$ cat config.mk
export PLATFORM = sky130hd
export DESIGN_NAME = pong_text_overlay_ctrl
export DESIGN_NICKNAME = d
export VERILOG_FILES = /design/src/rtl/pong_text_overlay_ctrl.sv
export SDC_FILE = /design/constraint.sdc
export NUM_CORES = 1
export LEC_CHECK = 0
export ABC_AREA = 0
export CAP_MARGIN = 20
export CORE_UTILIZATION = 46
export CTS_CLUSTER_SIZE = 30
export DETAILED_ROUTE_END_ITERATION = 10
export GPL_TIMING_DRIVEN = 0
export PLACE_DENSITY = 0.87
export SKIP_CTS_REPAIR_TIMING = 1
export SYNTH_ARGS = -nofsm -noshare
export SYNTH_HDL_FRONTEND = slang
export SYNTH_SLANG_ARGS = --single-unit
$ cat constraint.sdc
create_clock -name clk -period 2 [get_ports clk]
set_clock_uncertainty 0.2 [all_clocks]
set_input_delay 0.3 -clock clk [delete_from_list [all_inputs] [get_ports clk]]
set_output_delay 0.3 -clock clk [all_outputs]
set_load 0.01 [all_outputs]
$ cat src/rtl/pong_text_overlay_ctrl.sv
// PONG message overlay: game-message FSM with blink/hold timing, plus a four-stage
// pipeline from pixel coordinates through the message and font ROMs to text_on.
module pong_text_overlay_ctrl #(
    parameter int TEXT_X0      = 192,
    parameter int TEXT_Y0      = 208,
    parameter int SCALE_LOG2   = 1,
    parameter int BLINK_FRAMES = 30,
    parameter int OVER_FRAMES  = 180
) (
    input  logic        clk,
    input  logic        reset,
    input  logic [9:0]  pixel_x,
    input  logic [9:0]  pixel_y,
    input  logic        frame_tick,
    input  logic        game_start,
    input  logic        game_over,
    output logic [7:0]  char_xy,
    input  logic [6:0]  start_code,
    input  logic [6:0]  over_code,
    output logic [10:0] font_addr,
    input  logic [7:0]  font_word,
    output logic        text_on,
    output logic        play_active
);
    localparam int BOX_W = 128 << SCALE_LOG2;
    localparam int BOX_H = 16 << SCALE_LOG2;
    localparam int BW    = $clog2(BLINK_FRAMES);
    localparam int OW    = $clog2(OVER_FRAMES);
    localparam logic [BW-1:0] BLINK_LAST = BW'(BLINK_FRAMES - 1);
    localparam logic [OW-1:0] OVER_LAST  = OW'(OVER_FRAMES - 1);

    typedef enum logic [1:0] {ST_START = 2'd0, ST_PLAY = 2'd1, ST_OVER = 2'd2} state_t;
    typedef enum logic [1:0] {DISP_START = 2'd0, DISP_NONE = 2'd1, DISP_OVER = 2'd2} disp_t;

    state_t          state_q, state_d;
    disp_t           disp_sel_q, disp_sel_d;
    logic            disp_vis_q, disp_vis_d;
    logic [BW-1:0]   blink_cnt_q, blink_cnt_d;
    logic            blink_vis_q, blink_vis_d;
    logic [OW-1:0]   over_cnt_q, over_cnt_d;
    logic            play_active_q, play_active_d;

    logic [7:0]      char_xy_q, char_xy_d;
    logic [3:0]      row1_q, row1_d;
    logic [2:0]      bit1_q, bit1_d, bit2_q, bit2_d, bit3_q, bit3_d;
    logic            valid1_q, valid1_d, valid2_q, valid2_d, valid3_q, valid3_d;
    logic [10:0]     font_addr_q, font_addr_d;
    logic            text_on_q, text_on_d;

    logic [9:0]      dx, dy;
    logic            in_box;
    logic [6:0]      sel_code;

    assign dx     = pixel_x - 10'(TEXT_X0);
    assign dy     = pixel_y - 10'(TEXT_Y0);
    assign in_box = (pixel_x >= 10'(TEXT_X0)) && (dx < 10'(BOX_W)) &&
                    (pixel_y >= 10'(TEXT_Y0)) && (dy < 10'(BOX_H));

    always_comb begin
        state_d       = state_q;
        blink_cnt_d   = blink_cnt_q;
        blink_vis_d   = blink_vis_q;
        over_cnt_d    = over_cnt_q;
        disp_sel_d    = disp_sel_q;
        disp_vis_d    = disp_vis_q;
        case (state_q)
            ST_START: begin
                if (game_start) begin
                    state_d = ST_PLAY;
                end else if (frame_tick) begin
                    if (blink_cnt_q == BLINK_LAST) begin
                        blink_cnt_d = '0;
                        blink_vis_d = ~blink_vis_q;
                    end else begin
                        blink_cnt_d = blink_cnt_q + 1'b1;
                    end
                end
            end
            ST_PLAY: begin
                if (game_over) begin
                    state_d    = ST_OVER;
                    over_cnt_d = '0;
                end
            end
            ST_OVER: begin
                if (frame_tick) begin
                    over_cnt_d = over_cnt_q + 1'b1;
                    if (over_cnt_q == OVER_LAST) begin
                        state_d     = ST_START;
                        blink_cnt_d = '0;
                        blink_vis_d = 1'b1;
                    end
                end
            end
            default: state_d = ST_START;
        endcase

        // Display view is sampled only at vblank so a frame is never torn mid-scan.
        if (frame_tick) begin
            case (state_d)
                ST_START: begin disp_sel_d = DISP_START; disp_vis_d = blink_vis_d; end
                ST_OVER:  begin disp_sel_d = DISP_OVER;  disp_vis_d = 1'b1;        end
                default:  begin disp_sel_d = DISP_NONE;  disp_vis_d = 1'b1;        end
            endcase
        end
        play_active_d = (state_d == ST_PLAY);

        char_xy_d   = {4'h0, dx[SCALE_LOG2+6:SCALE_LOG2+3]};
        row1_d      = dy[SCALE_LOG2+3:SCALE_LOG2];
        bit1_d      = dx[SCALE_LOG2+2:SCALE_LOG2];
        valid1_d    = in_box;

        // Message ROMs answer combinationally to char_xy during the second cycle.
        sel_code    = (disp_sel_q == DISP_OVER) ? over_code : start_code;
        font_addr_d = {sel_code, row1_q};
        bit2_d      = bit1_q;
        valid2_d    = valid1_q;

        bit3_d      = bit2_q;
        valid3_d    = valid2_q;

        text_on_d   = valid3_q && disp_vis_q && (disp_sel_q != DISP_NONE) &&
                      font_word[3'd7 - bit3_q];
    end

    always_ff @(posedge clk or posedge reset) begin
        if (reset) begin
            state_q       <= ST_START;
            blink_cnt_q   <= '0;
            blink_vis_q   <= 1'b1;
            over_cnt_q    <= '0;
            disp_sel_q    <= DISP_START;
            disp_vis_q    <= 1'b1;
            play_active_q <= 1'b0;
            char_xy_q     <= '0;
            row1_q        <= '0;
            bit1_q        <= '0;
            valid1_q      <= 1'b0;
            font_addr_q   <= '0;
            bit2_q        <= '0;
            valid2_q      <= 1'b0;
            bit3_q        <= '0;
            valid3_q      <= 1'b0;
            text_on_q     <= 1'b0;
        end else begin
            state_q       <= state_d;
            blink_cnt_q   <= blink_cnt_d;
            blink_vis_q   <= blink_vis_d;
            over_cnt_q    <= over_cnt_d;
            disp_sel_q    <= disp_sel_d;
            disp_vis_q    <= disp_vis_d;
            play_active_q <= play_active_d;
            char_xy_q     <= char_xy_d;
            row1_q        <= row1_d;
            bit1_q        <= bit1_d;
            valid1_q      <= valid1_d;
            font_addr_q   <= font_addr_d;
            bit2_q        <= bit2_d;
            valid2_q      <= valid2_d;
            bit3_q        <= bit3_d;
            valid3_q      <= valid3_d;
            text_on_q     <= text_on_d;
        end
    end

    assign char_xy     = char_xy_q;
    assign font_addr   = font_addr_q;
    assign text_on     = text_on_q;
    assign play_active = play_active_q;
endmodule

==> results.json <==
{
  "status": "finished, violations left",
  "violations": "DRC",
  "yosys_warnings": 0,
  "switching_share_pct": 30.0,
  "num_antenna_cells": 0,
  "synth_cells": 180,
  "area_growth_pct": 35.8,
  "grt_pass1_vias": 1626,
  "p_int_mw": 1.93,
  "clock_path_buffers": 2,
  "syn_avg_cell_area_um2": 12.2,
  "dieArea_um2": 5060,
  "ir_drop_v": 0.000485,
  "dp_slack_ps": -88.8,
  "power_frac_comb_pct": 30.0,
  "power.switching_mw": 0.827,
  "via_per_inst": 5.29,
  "synth_edf_count": 0,
  "ys_types": 44,
  "worst_pin_slew_ps": 550,
  "antenna_found_initial": 0,
  "cts.clk_slew.worst_paths_ps": 90,
  "path_class": "register to register",
  "drt_iter0_markers": 91,
  "die_h_um": 71.2,
  "grt_pass1_wl_mm": 7.04,
  "cp.required_ps": 1980,
  "setup.worst_path.end_class": "register",
  "place_congestion": 0.792,
  "yosysSeqAreaShare_pct": 59.3,
  "filler_cell_count": 347,
  "rsz0062_at_grt": "false",
  "p_clk_share_pct": 20.2,
  "cts_buffers": 5,
  "min_period_ps": 1890,
  "insertion_delay_ps": 310,
  "leakagePower_nw": 1.32,
  "io_pins": 68,
  "drtAntennaViolNets": 0,
  "start_util_pct": 49.2,
  "async_reset_ff_share_pct": 100,
  "wl_per_cell_um": 13.8,
  "dr_total_vias": 1608,
  "core-area_um2": 4470,
  "final-hold-violation-count": 0,
  "overflow": 0,
  "slew_violations": 0,
  "grt_max_degree": 28,
  "period_share_pct": 94.7,
  "final-seq-area_um2": 1300,
  "clock-root-buffer": "clkbuf_8",
  "synth_flop_cell": "dfrtp_1",
  "slew_headroom_pct": 62.8,
  "syn_area_um2": 2200,
  "drive_gt1_share_pct": 12.7,
  "dp_hpwl_mm": 3.18,
  "setup_violations": 0,
  "rows": 24,
  "synth_seq_cells": 52,
  "worstPathArrival_ps": 1880,
  "clkSinkCount": 52,
  "port-buffer-count": 61,
  "fin_ws_ps": 106,
  "dr.pass1.iters": 7,
  "crit_path_start_kind": "register",
  "die_x_um": 71.2,
  "htreeDepth": 2,
  "maxCapViolCount": 0,
  "finalWirelength_mm": 4.19,
  "fmax_mhz": 528,
  "p_per_area_nw_per_um2": 922,
  "drc_errors": 4,
  "cts_tree": "yes",
  "multi_input_area_um2": 800,
  "hp-class": "register to register",
  "grt_usage_pct": 18.5,
  "p_seq_share_pct": 49.8,
  "worstPathMaxFanout": 6,
  "finalPower_mw": 2.75,
  "final_nets": 304
}
==> final timing paths <==
kind                           startpoint        endpoint  slack (ps)  depth (start not counted)
max                        blink_cnt_q[1]  blink_cnt_q[3]         110                          7
min                             bit2_q[1]       bit3_q[1]         150                          0
max reg2reg                blink_cnt_q[1]  blink_cnt_q[3]         110                          7
min reg2reg                     bit2_q[1]       bit3_q[1]         150                          0
max in group asynchronous           reset       bit3_q[0]         910                          3
min in group asynchronous           reset   disp_sel_q[1]         160                          2
==> worst max-delay path, stage by stage, from the launching register on <==
cell	delay, ps
dfrtp_1	410
inv_1	60
ha_1	130
and4_1	190
clkbuf_1	230
nor2_1	90
a222oi_1	330
o21ai_0	120
==> power by group through the flow <==
stage	Clock, mW	Sequential [mW]	Combinational, mW
global route	0.623	1.40	0.915
global placement	0	1.38	0.795
floorplan	0	1.40	0.478
CTS	0.573	1.37	0.832
finish	0.556	1.37	0.826
detailed placement	0	1.40	0.821
==> synthesized netlist by cell type (4+ instances only) <==
cell type / count / area (um2)
dfrtp_1: 50 / 1250
buf_4: 6 / 45.0
nand2_1: 10 / 37.5
inv_1: 11 / 41.3
mux2_2: 7 / 78.8
nor3_1: 4 / 20.0
nor2_1: 13 / 48.8
o21ai_0: 5 / 25.0
a21oi_1: 5 / 25.0
and3_1: 4 / 25.0
ha_1: 5 / 62.6
xor2_1: 5 / 43.8
==> through the flow <==
stage	utilization [%]	setup TNS [ps]	area [um2]	hold WS [ps]	std cells
2_1_floorplan	-	0	2210	131	183
3_3_place_gp	64.5	-34020	2890	132	296
3_5_place_dp	65.0	-258	2910	136	297
4_1_cts	66.8	0	2990	147	304
5_1_grt	66.8	0	2990	158	304
6_report	66.8	0	2990	148	304
==> layer usage <==
layer,wire length (um),up-vias,track usage [%]
met5,0,-,0
met4,85,0,6.89
met3,239,8,6.55
met2,2240,52,31.9
met1,1620,776,21.3
li1,-,772,-
==> placed cells by master (no fill, tap or decap), types with 3 or more instances in the layout <==
cell type,n
nor3_1,4
buf_4,6
or3_1,3
nand2_1,10
o21ai_0,5
a31oi_1,3
conb_1,4
clkbuf_1,3
ha_1,5
dfrtp_1,50
and3_1,4
nand3_1,3
nor4b_1,3
a21o_1,3
inv_1,10
clkbuf_8,5
nor2_1,13
mux2_2,7
xor2_1,5
a211oi_1,3
clkdlybuf4s50_1,61
a21oi_1,5
==> cell families after synthesis <==
family,Yosys count,synth area share [%]
AO/OA/AOI/OAI,30,9.78
buffers and inverters,22,4.89
AND/OR/NAND/NOR,52,13.6
XOR/XNOR,6,2.39
multiplexers,12,7.05
flip-flops,52,59.3
adder cells (fa/ha/maj),5,2.84
other,1,0.170
==> sequential cells by signal, summed over array words and instances (netlist names) <==
signal       flops
bit1_q           3
bit2_q           3
bit3_q           3
blink_cnt_q      5
blink_vis_q      1
char_xy          4
disp_sel_q       2
disp_vis_q       1
font_addr       11
over_cnt_q       8
play_active      1
row1_q           4
state_q          2
text_on          1
valid1_q         1
valid2_q         1
valid3_q         1
==> layout make-up <==
type                            count  area share [%]
Buffer                             11            2.22
Clock buffer                        5            2.30
Clock inverter                      2           0.419
Inverter                           11            1.38
Multi-Input combinational cell    109            26.8
Sequential cell                    52            43.6
Tap cell                           52            2.18
Timing Repair Buffer               62            21.1
Power figures use the tool's default switching activity.
